**src/rtl/vga_timing_pkg.sv**
```systemverilog
// ----------------------------------------------------------------------------
// vga_timing_pkg
//   Shared timing constants and helpers for the raster timing generator.
//   - Default 640x480@60 timing (800 x 525 total, ~25.175 MHz pixel clock).
//   - h_total()/v_total(): raster totals derived from the four segment lengths.
//   - coord_fits(): true when a 0..total-1 counter fits in a given width.
//   - FRAME_COUNT_W: width of the optional frame counter (VGA_FRAME_COUNT_EN).
// ----------------------------------------------------------------------------
package vga_timing_pkg;

    localparam int DEF_COORD_REG_MAX = 11;

    localparam int DEF_H_VISIBLE = 640;
    localparam int DEF_H_FRONT   = 16;
    localparam int DEF_H_SYNC    = 96;
    localparam int DEF_H_BACK    = 48;

    localparam int DEF_V_VISIBLE = 480;
    localparam int DEF_V_FRONT   = 10;
    localparam int DEF_V_SYNC    = 2;
    localparam int DEF_V_BACK    = 33;

    localparam bit DEF_H_SYNC_POL = 1'b0;
    localparam bit DEF_V_SYNC_POL = 1'b0;

    localparam int FRAME_COUNT_W = 16;

    function automatic int h_total(input int visible, input int front,
                                   input int sync, input int back);
        return visible + front + sync + back;
    endfunction

    function automatic int v_total(input int visible, input int front,
                                   input int sync, input int back);
        return visible + front + sync + back;
    endfunction

    // Widths of 31 and above always hold any positive int total.
    function automatic bit coord_fits(input int total, input int width);
        if (width >= 31) begin
            return 1'b1;
        end
        return (total - 1) <= ((1 << width) - 1);
    endfunction

endpackage

```
**src/rtl/vga_timing_wrap.sv**
```systemverilog
// ----------------------------------------------------------------------------
// wrap_counter
//   Up-counter that runs 0..LIMIT and wraps to 0. Resets to LIMIT so that the
//   first enabled edge after reset lands on 0.
//   Exposes its next-state value so the parent can register decoded outputs
//   that line up with the counter value on the same cycle.
//
// Ports
//   pixel_clock  in   1      counting clock
//   reset_n      in   1      asynchronous active-low reset (count -> LIMIT)
//   en           in   1      advance on this edge
//   count        out  WIDTH  registered count
//   count_next   out  WIDTH  value count will take on the next edge
//   wrap         out  1      en && count==LIMIT (next edge wraps to 0)
// ----------------------------------------------------------------------------
module wrap_counter #(
    parameter int               WIDTH = 12,
    parameter logic [WIDTH-1:0] LIMIT = '1
) (
    input  logic             pixel_clock,
    input  logic             reset_n,
    input  logic             en,
    output logic [WIDTH-1:0] count,
    output logic [WIDTH-1:0] count_next,
    output logic             wrap
);

    assign wrap = en && (count == LIMIT);

    always_comb begin
        count_next = count;
        if (wrap) begin
            count_next = '0;
        end else if (en) begin
            count_next = count + WIDTH'(1);
        end
    end

    always_ff @(posedge pixel_clock or negedge reset_n) begin
        if (!reset_n) begin
            count <= LIMIT;
        end else begin
            count <= count_next;
        end
    end

endmodule

```
**src/rtl/vga_timing.sv**
```systemverilog
// ----------------------------------------------------------------------------
// vga_timing
//   Raster timing generator. Produces beam position, horizontal/vertical sync,
//   a visible-area flag and line/frame start pulses, all on pixel_clock.
//   Every output is a flop whose D input is decoded from the counters'
//   next-state values, so all outputs describe the same (pixel_x, pixel_y).
//
// Ports
//   pixel_clock      in   1       pixel clock
//   reset_n          in   1       asynchronous active-low reset
//   pixel_x          out  CRM+1   current column, 0..H_TOTAL-1
//   pixel_y          out  CRM+1   current line, 0..V_TOTAL-1
//   horizontal_sync  out  1       H_SYNC_POL level inside the hsync window
//   vertical_sync    out  1       V_SYNC_POL level inside the vsync lines
//   visible          out  1       x<H_VISIBLE and y<V_VISIBLE
//   line_start       out  1       pulse at pixel_x==0
//   frame_start      out  1       pulse at (0,0)
//   frame_count      out  16      only with VGA_FRAME_COUNT_EN: frames since
//                                 reset, first frame reads 1, wraps at 16'hFFFF
//
// Build option
//   VGA_FRAME_COUNT_EN  adds the frame_count port and counter.
// ----------------------------------------------------------------------------
module vga_timing
    import vga_timing_pkg::*;
#(
    parameter int COORD_REG_MAX = DEF_COORD_REG_MAX,
    parameter int H_VISIBLE     = DEF_H_VISIBLE,
    parameter int H_FRONT       = DEF_H_FRONT,
    parameter int H_SYNC        = DEF_H_SYNC,
    parameter int H_BACK        = DEF_H_BACK,
    parameter int V_VISIBLE     = DEF_V_VISIBLE,
    parameter int V_FRONT       = DEF_V_FRONT,
    parameter int V_SYNC        = DEF_V_SYNC,
    parameter int V_BACK        = DEF_V_BACK,
    parameter bit H_SYNC_POL    = DEF_H_SYNC_POL,
    parameter bit V_SYNC_POL    = DEF_V_SYNC_POL
) (
    input  logic                     pixel_clock,
    input  logic                     reset_n,
    output logic [COORD_REG_MAX:0]   pixel_x,
    output logic [COORD_REG_MAX:0]   pixel_y,
    output logic                     horizontal_sync,
    output logic                     vertical_sync,
    output logic                     visible,
    output logic                     line_start,
    output logic                     frame_start
`ifdef VGA_FRAME_COUNT_EN
   ,output logic [FRAME_COUNT_W-1:0] frame_count
`endif
);

    localparam int COORD_W = COORD_REG_MAX + 1;
    localparam int H_TOTAL = h_total(H_VISIBLE, H_FRONT, H_SYNC, H_BACK);
    localparam int V_TOTAL = v_total(V_VISIBLE, V_FRONT, V_SYNC, V_BACK);

    if (!coord_fits(H_TOTAL, COORD_W)) begin : g_h_range_err
        $error("vga_timing: H_TOTAL-1 does not fit in pixel_x");
    end
    if (!coord_fits(V_TOTAL, COORD_W)) begin : g_v_range_err
        $error("vga_timing: V_TOTAL-1 does not fit in pixel_y");
    end

    localparam logic [COORD_REG_MAX:0] X_LIMIT    = COORD_W'(H_TOTAL - 1);
    localparam logic [COORD_REG_MAX:0] Y_LIMIT    = COORD_W'(V_TOTAL - 1);
    localparam logic [COORD_REG_MAX:0] X_VISIBLE  = COORD_W'(H_VISIBLE);
    localparam logic [COORD_REG_MAX:0] Y_VISIBLE  = COORD_W'(V_VISIBLE);
    localparam logic [COORD_REG_MAX:0] HS_FIRST   = COORD_W'(H_VISIBLE + H_FRONT);
    localparam logic [COORD_REG_MAX:0] HS_LAST    = COORD_W'(H_VISIBLE + H_FRONT + H_SYNC - 1);
    localparam logic [COORD_REG_MAX:0] VS_FIRST   = COORD_W'(V_VISIBLE + V_FRONT);
    localparam logic [COORD_REG_MAX:0] VS_LAST    = COORD_W'(V_VISIBLE + V_FRONT + V_SYNC - 1);

    logic [COORD_REG_MAX:0] x_next;
    logic [COORD_REG_MAX:0] y_next;
    logic                   x_wrap;
    logic                   y_wrap;

    logic hsync_active;
    logic vsync_active;
    logic visible_next;

    wrap_counter #(
        .WIDTH (COORD_W),
        .LIMIT (X_LIMIT)
    ) u_x_counter (
        .pixel_clock (pixel_clock),
        .reset_n     (reset_n),
        .en          (1'b1),
        .count       (pixel_x),
        .count_next  (x_next),
        .wrap        (x_wrap)
    );

    wrap_counter #(
        .WIDTH (COORD_W),
        .LIMIT (Y_LIMIT)
    ) u_y_counter (
        .pixel_clock (pixel_clock),
        .reset_n     (reset_n),
        .en          (x_wrap),
        .count       (pixel_y),
        .count_next  (y_next),
        .wrap        (y_wrap)
    );

    // Decode is done on the next-state position; y_next only moves on an
    // x wrap, so vsync can only change at the start of a line.
    always_comb begin
        hsync_active = (x_next >= HS_FIRST) && (x_next <= HS_LAST);
        vsync_active = (y_next >= VS_FIRST) && (y_next <= VS_LAST);
        visible_next = (x_next < X_VISIBLE) && (y_next < Y_VISIBLE);
    end

    // x_wrap means the next position has x==0; y_wrap (x wrap on the last
    // line) means the next position is (0,0).
    always_ff @(posedge pixel_clock or negedge reset_n) begin
        if (!reset_n) begin
            horizontal_sync <= ~H_SYNC_POL;
            vertical_sync   <= ~V_SYNC_POL;
            visible         <= 1'b0;
            line_start      <= 1'b0;
            frame_start     <= 1'b0;
        end else begin
            horizontal_sync <= hsync_active ? H_SYNC_POL : ~H_SYNC_POL;
            vertical_sync   <= vsync_active ? V_SYNC_POL : ~V_SYNC_POL;
            visible         <= visible_next;
            line_start      <= x_wrap;
            frame_start     <= y_wrap;
        end
    end

`ifdef VGA_FRAME_COUNT_EN
    always_ff @(posedge pixel_clock or negedge reset_n) begin
        if (!reset_n) begin
            frame_count <= '0;
        end else if (y_wrap) begin
            frame_count <= frame_count + FRAME_COUNT_W'(1);
        end
    end
`endif

endmodule

```
**config.mk**
```make
export PLATFORM = sky130hd
export DESIGN_NAME = vga_timing
export DESIGN_NICKNAME = d
export VERILOG_FILES = /design/src/rtl/vga_timing_pkg.sv /design/src/rtl/vga_timing_wrap.sv /design/src/rtl/vga_timing.sv
export SDC_FILE = /design/constraint.sdc
export NUM_CORES = 1
export LEC_CHECK = 0
export BUFFER_PORTS_ARGS = -buffer_cell sky130_fd_sc_hd__buf_2
export CORE_ASPECT_RATIO = 1.2
export CORE_MARGIN = 3
export CORE_UTILIZATION = 50
export CTS_CLUSTER_SIZE = 8
export DETAILED_ROUTE_END_ITERATION = 16
export PLACE_DENSITY = 0.74
export SKIP_LAST_GASP = 1
export SLEW_MARGIN = 20
export SYNTH_ARGS = -nofsm -noshare
export SYNTH_HDL_FRONTEND = slang
export SYNTH_HIERARCHICAL = 1
export SYNTH_SLANG_ARGS = --single-unit
```
**constraint.sdc**
```tcl
create_clock -name pixel_clock -period 6.97 [get_ports pixel_clock]
set_clock_uncertainty 0.1 [all_clocks]
set_input_delay 0.697 -clock pixel_clock [delete_from_list [all_inputs] [get_ports pixel_clock]]
set_output_delay 0.697 -clock pixel_clock [all_outputs]
set_load 0.1 [all_outputs]
```
# == Yosys cells after proc, flatten, opt, wreduce, memory -nomap -nowiden ==
# Index checks and enable logic that the tools add are counted.
# totals
output_inout_bits,29
wordCells,26
register_bits,29
inputBits,2
# op_classes
add_sub_neg,2
n_eq_ne,2
reduce_logical,4
n_mux,5
n_lt_le_gt_ge,6
# ops
operator,n
$mux 12,3
$add 12x1->12 const B,2
$eq 12x10->1 const B,2
$ge 12x10->1 const B,1
$ge 12x9->1 const B,1
$le 12x10->1 const B,1
$le 12x9->1 const B,1
$lt 12x10->1 const B,1
$lt 12x9->1 const B,1
$logic_and 1x1->1,4
$mux 1,2

# == Logic depth before layout (Yosys ltp) ==
# logic_depth
word_depth,6
ltp_mapped,9

# == Modules after synthesis ==
# Netlist, hierarchy kept.
# modules_own_cells
mod,cells_per_inst,area_per_inst_um2,n_inst,seq_area_each_um2
wrap_counter (u_x_counter),57,640.6,1,309.0
wrap_counter (u_y_counter),57,631.9,1,304.0
vga_timing,16,207.7,1,127.6

# == Worst setup path before layout ==
# Ideal clock, no wire load.
# synth_path
path_kind,register to register
startpoint,reg u_x_counter.count[7]
endpoint,reg visible
arrival_ns,3.119
path_stages_with_launch,9
setup_slack_ns,3.630
setup_time_ns,0.121
cell_sequence,dfrtp_1 or4_4 nor4_4 buf_2 nand4_1 or4_4 a21oi_2 nor3_1 and4bb_2
# synth_via
elab_chain_len,5
# synth_lines
item,line_no,source
from (decl),vga_timing_wrap.sv:23,"output logic [WIDTH-1:0] count,"
from (signal assigned),vga_timing_wrap.sv:43,count <= count_next;
$eq 12x10->1 (*),vga_timing_wrap.sv:28,assign wrap = en && (count == LIMIT);
named net x_wrap,vga_timing.sv:75,logic x_wrap;
$mux 12 / $logic_and 1x1->1 (equally long branches),"vga_timing_wrap.sv:34, vga_timing_wrap.sv:28",
$mux 12 (*),vga_timing_wrap.sv:32,if (wrap) begin
named net y_next[9],vga_timing.sv:74,logic [COORD_REG_MAX:0] y_next;
$lt 12x9->1 (*),vga_timing.sv:111,visible_next = (x_next < X_VISIBLE) && (y_next < Y_VISIBLE);
$logic_and 1x1->1 (*),vga_timing.sv:111,
named net visible_next,vga_timing.sv:80,logic visible_next;
to (signal assigned),vga_timing.sv:126,visible <= visible_next;
to (decl),vga_timing.sv:45,"output logic visible,"
# The timed path passes the listed nets; every way through them passes the cells marked *.

# == Worst setup path after layout ==
# Same ends and word-level chain as after synthesis.

==> impl_metrics.yaml <==
status:
  outcome: "finished clean"
grt:
  grt_pass1_vias: 1182
  grtUsageTotal_pct: 19.3
  grt_max_degree: 30
  antenna_found_initial: 0
  grt_pass1_wl_microns: 5380
  overflow: 0
power_and_ir_drop:
  power.density_cell_area_nw_per_um2: 333
  ir_drop_mv: 0.479
  power_leakage_nw: 0.810
floorplanning:
  die_w_microns: 55.7
  initial_core_util_pct: 52.6
  die_h_microns: 65.6
  die_area_sq_um: 3650
  fp.coreArea_sq_um: 2810
  io_pins: 31
  rows: 21
drt:
  finalWirelength_microns: 3160
  ant_nets: 0
  vias: 1151
  dr.pass1.iters: 4
  drc_errors: 0
  wire_per_inst_microns: 15.9
  vias_per_cell: 5.78
  drt_first_iter_violations: 36
setup_path:
  cp-end-kind: "register"
  worstPathRequired_ns: 7.08
  startpoint_type: "register"
  crit_type: "reg2reg"
  crit_arrival_ns: 3.38
  path_max_fanout: 16
  r2r_slack_ns: 3.70
  rr_worst_depth: 7
layout:
  syn2layout_area_growth_pct: 15.6
  stdcell_area_sq_um: 1710
  nets: 169
  drive_gt1_share_pct: 36.4
  antenna_cells: 0
  finalNonFillerCells: 199
clock_tree:
  clock_latency_ns: 0.32
  cts_setup_buffers: 0
  cts_tree: "done"
  path_clk_slew_ns: 0.09
  htree_levels: 2
  cts_resized: 0
  numCtsBuffers: 5
  clkSinkCount: 29
  clk_path_buf_depth: 2
  clockRootBuffer: "clkbuf_4"
  hold_buffers: 0
synthesis:
  synth_ff_type: "dfrtp_1"
  synth_top_cell_by_area: "dfrtp_1"
  ys_seq_area_share_pct: 50.0
  ys_warn_count: 6
  synth_edf_count: 0
  syn-num-nets: 135
  netlist_area_sq_um: 1480
  yosys-top-cells-area: "dfrtp_1, dfstp_2, xor2_1"
  ys_ff_latch: 29
  yosysUniqueCellTypes: 39
  netlist.area_leader.share_pct: 28.7
  synthArstFlopShare_pct: 100
  avgSynthCellArea_sq_um: 11.4
  syn_inst: 130
placed_design:
  hpwl_microns: 2320
  numPortBuffers: 30
  dp.cells: 191
  place.gp.congestion: 0.794
  place_area_sq_um: 1650
sta:
  fmax_ghz: 0.306
  slew_headroom_pct: 41.1
  final.setup.tns_ns: 0
  report.final.slew_viol_count: 0
  post-route-period-util_pct: 46.9
  rsz0062_at_grt: "no"
  period_minus_slack_ns: 3.27
  worstMarginPinSlew_ns: 0.876
  hold_viol_final: 0
  setup_viol: 0
run:
  maxCapViolations: 0
worst_hold_path:
  holdCritPathClass: "in2async"
[kinds of logic (layout without fill, tap and decap cells)]
group                      Yosys count  after routing  synth area share (%)
AOI/OAI and AO/OA                    9              9                  4.73
xor gates and xnor gates            18             18                  10.7
adders and majority gates            3              3                  2.54
buffers and inverters               10             45                  3.21
DFF                                 29             29                  50.0
muxes                                2              2                  1.35
other                                1              1                 0.253
and+or+nand+nor                     58             58                  27.2
[synth_stat cells, types with 2 or more instances]
library cell / number
nor2_1: 10
mux2i_1: 2
or4_4: 2
xnor2_1: 8
o31ai_1: 2
a21oi_1: 2
dfstp_2: 12
nor4_1: 3
ha_1: 3
or3_1: 3
xor2_1: 10
dfrtp_1: 17
inv_1: 6
or4_1: 2
nor3_1: 5
nand4_4: 2
nand4_1: 7
nand3_1: 6
nand2b_1: 2
nand2_1: 6
buf_2: 2
[path summary, 6_finish.rpt]
check                                             endpoint                       startpoint
hold reg to reg            u_x_counter/count[11]$_DFF_PN0_  u_x_counter/count[11]$_DFF_PN0_
setup / recovery                         visible$_DFF_PN0_   u_x_counter/count[7]$_DFF_PN0_
min in group pixel_clock   u_x_counter/count[11]$_DFF_PN0_  u_x_counter/count[11]$_DFF_PN0_
setup reg to reg                         visible$_DFF_PN0_   u_x_counter/count[7]$_DFF_PN0_
max in group asynchronous   u_x_counter/count[5]$_DFF_PN0_                          reset_n
hold / removal              u_y_counter/count[5]$_DFF_PN0_                          reset_n
[flip-flops by register name, summed over array words and instances (netlist names)]
register,flops
horizontal_sync,1
frame_start,1
vertical_sync,1
visible,1
line_start,1
u_y_counter/count,12
u_x_counter/count,12
[worst max-delay path: stages (launching register included)]
cell,delay (ns)
dfrtp_1,0.43
or4_4,0.56
nor4_4,0.75
nand4_1,0.33
or4_4,0.49
a21oi_2,0.19
nor3_1,0.09
and4bb_2,0.23
[through the flow]
step / setup WS, ns / hold WS, ns / power, mW / util [%]
2_1_floorplan: 3.63 / 0.301 / 0.432 / -
3_3_place_gp: 3.80 / 0.408 / 0.463 / 58.7
3_5_place_dp: 3.73 / 0.407 / 0.469 / 58.7
4_1_cts: 3.71 / 0.284 / 0.575 / 60.8
5_1_grt: 3.38 / 0.314 / 0.596 / 60.8
6_report: 3.70 / 0.286 / 0.569 / 60.8
[cell usage in the layout (no fill, tap or decap), types with 2 or more instances in the layout]
cell type	n
ha_1	3
or4_4	2
clkbuf_4	5
dfrtp_1	17
or4_1	2
nand3_1	6
nor2_1	10
nor4_1	3
buf_2	30
nand2_1	6
or3_1	3
o31ai_1	2
xnor2_1	8
inv_1	6
clkbuf_1	2
mux2i_1	2
nand4_4	2
xor2_1	10
nor3_1	5
a21oi_1	2
dfstp_2	12
nand4_1	7
nand2b_1	2
[per-layer routing]
| metal | wire length [microns] | part of all wire [%] | track usage, % |
|---|---|---|---|
| met4 | 89 | 2.8 | 10.6 |
| met3 | 170 | 5.4 | 6.68 |
| met5 | 0 | 0 | 0 |
| met1 | 1220 | 38 | 19.9 |
| met2 | 1690 | 53 | 34.2 |
[power breakdown]
group          total [mW]  leakage, nW  switching (mW)  internal [mW]
clock network       0.103       0.0326          0.0538         0.0497
registers           0.231        0.352          0.0307          0.200
logic               0.235        0.426           0.193         0.0412
[layout make-up]
class,count,area [sq um]
Fill cell,245,1100
Clock buffer,8,58.8
Inverter,7,26.3
Tap cell,34,42.5
Timing Repair Buffer,30,150
Multi-Input combinational cell,91,692
Sequential cell,29,741
No activity file was read; power rests on OpenSTA's default activity.
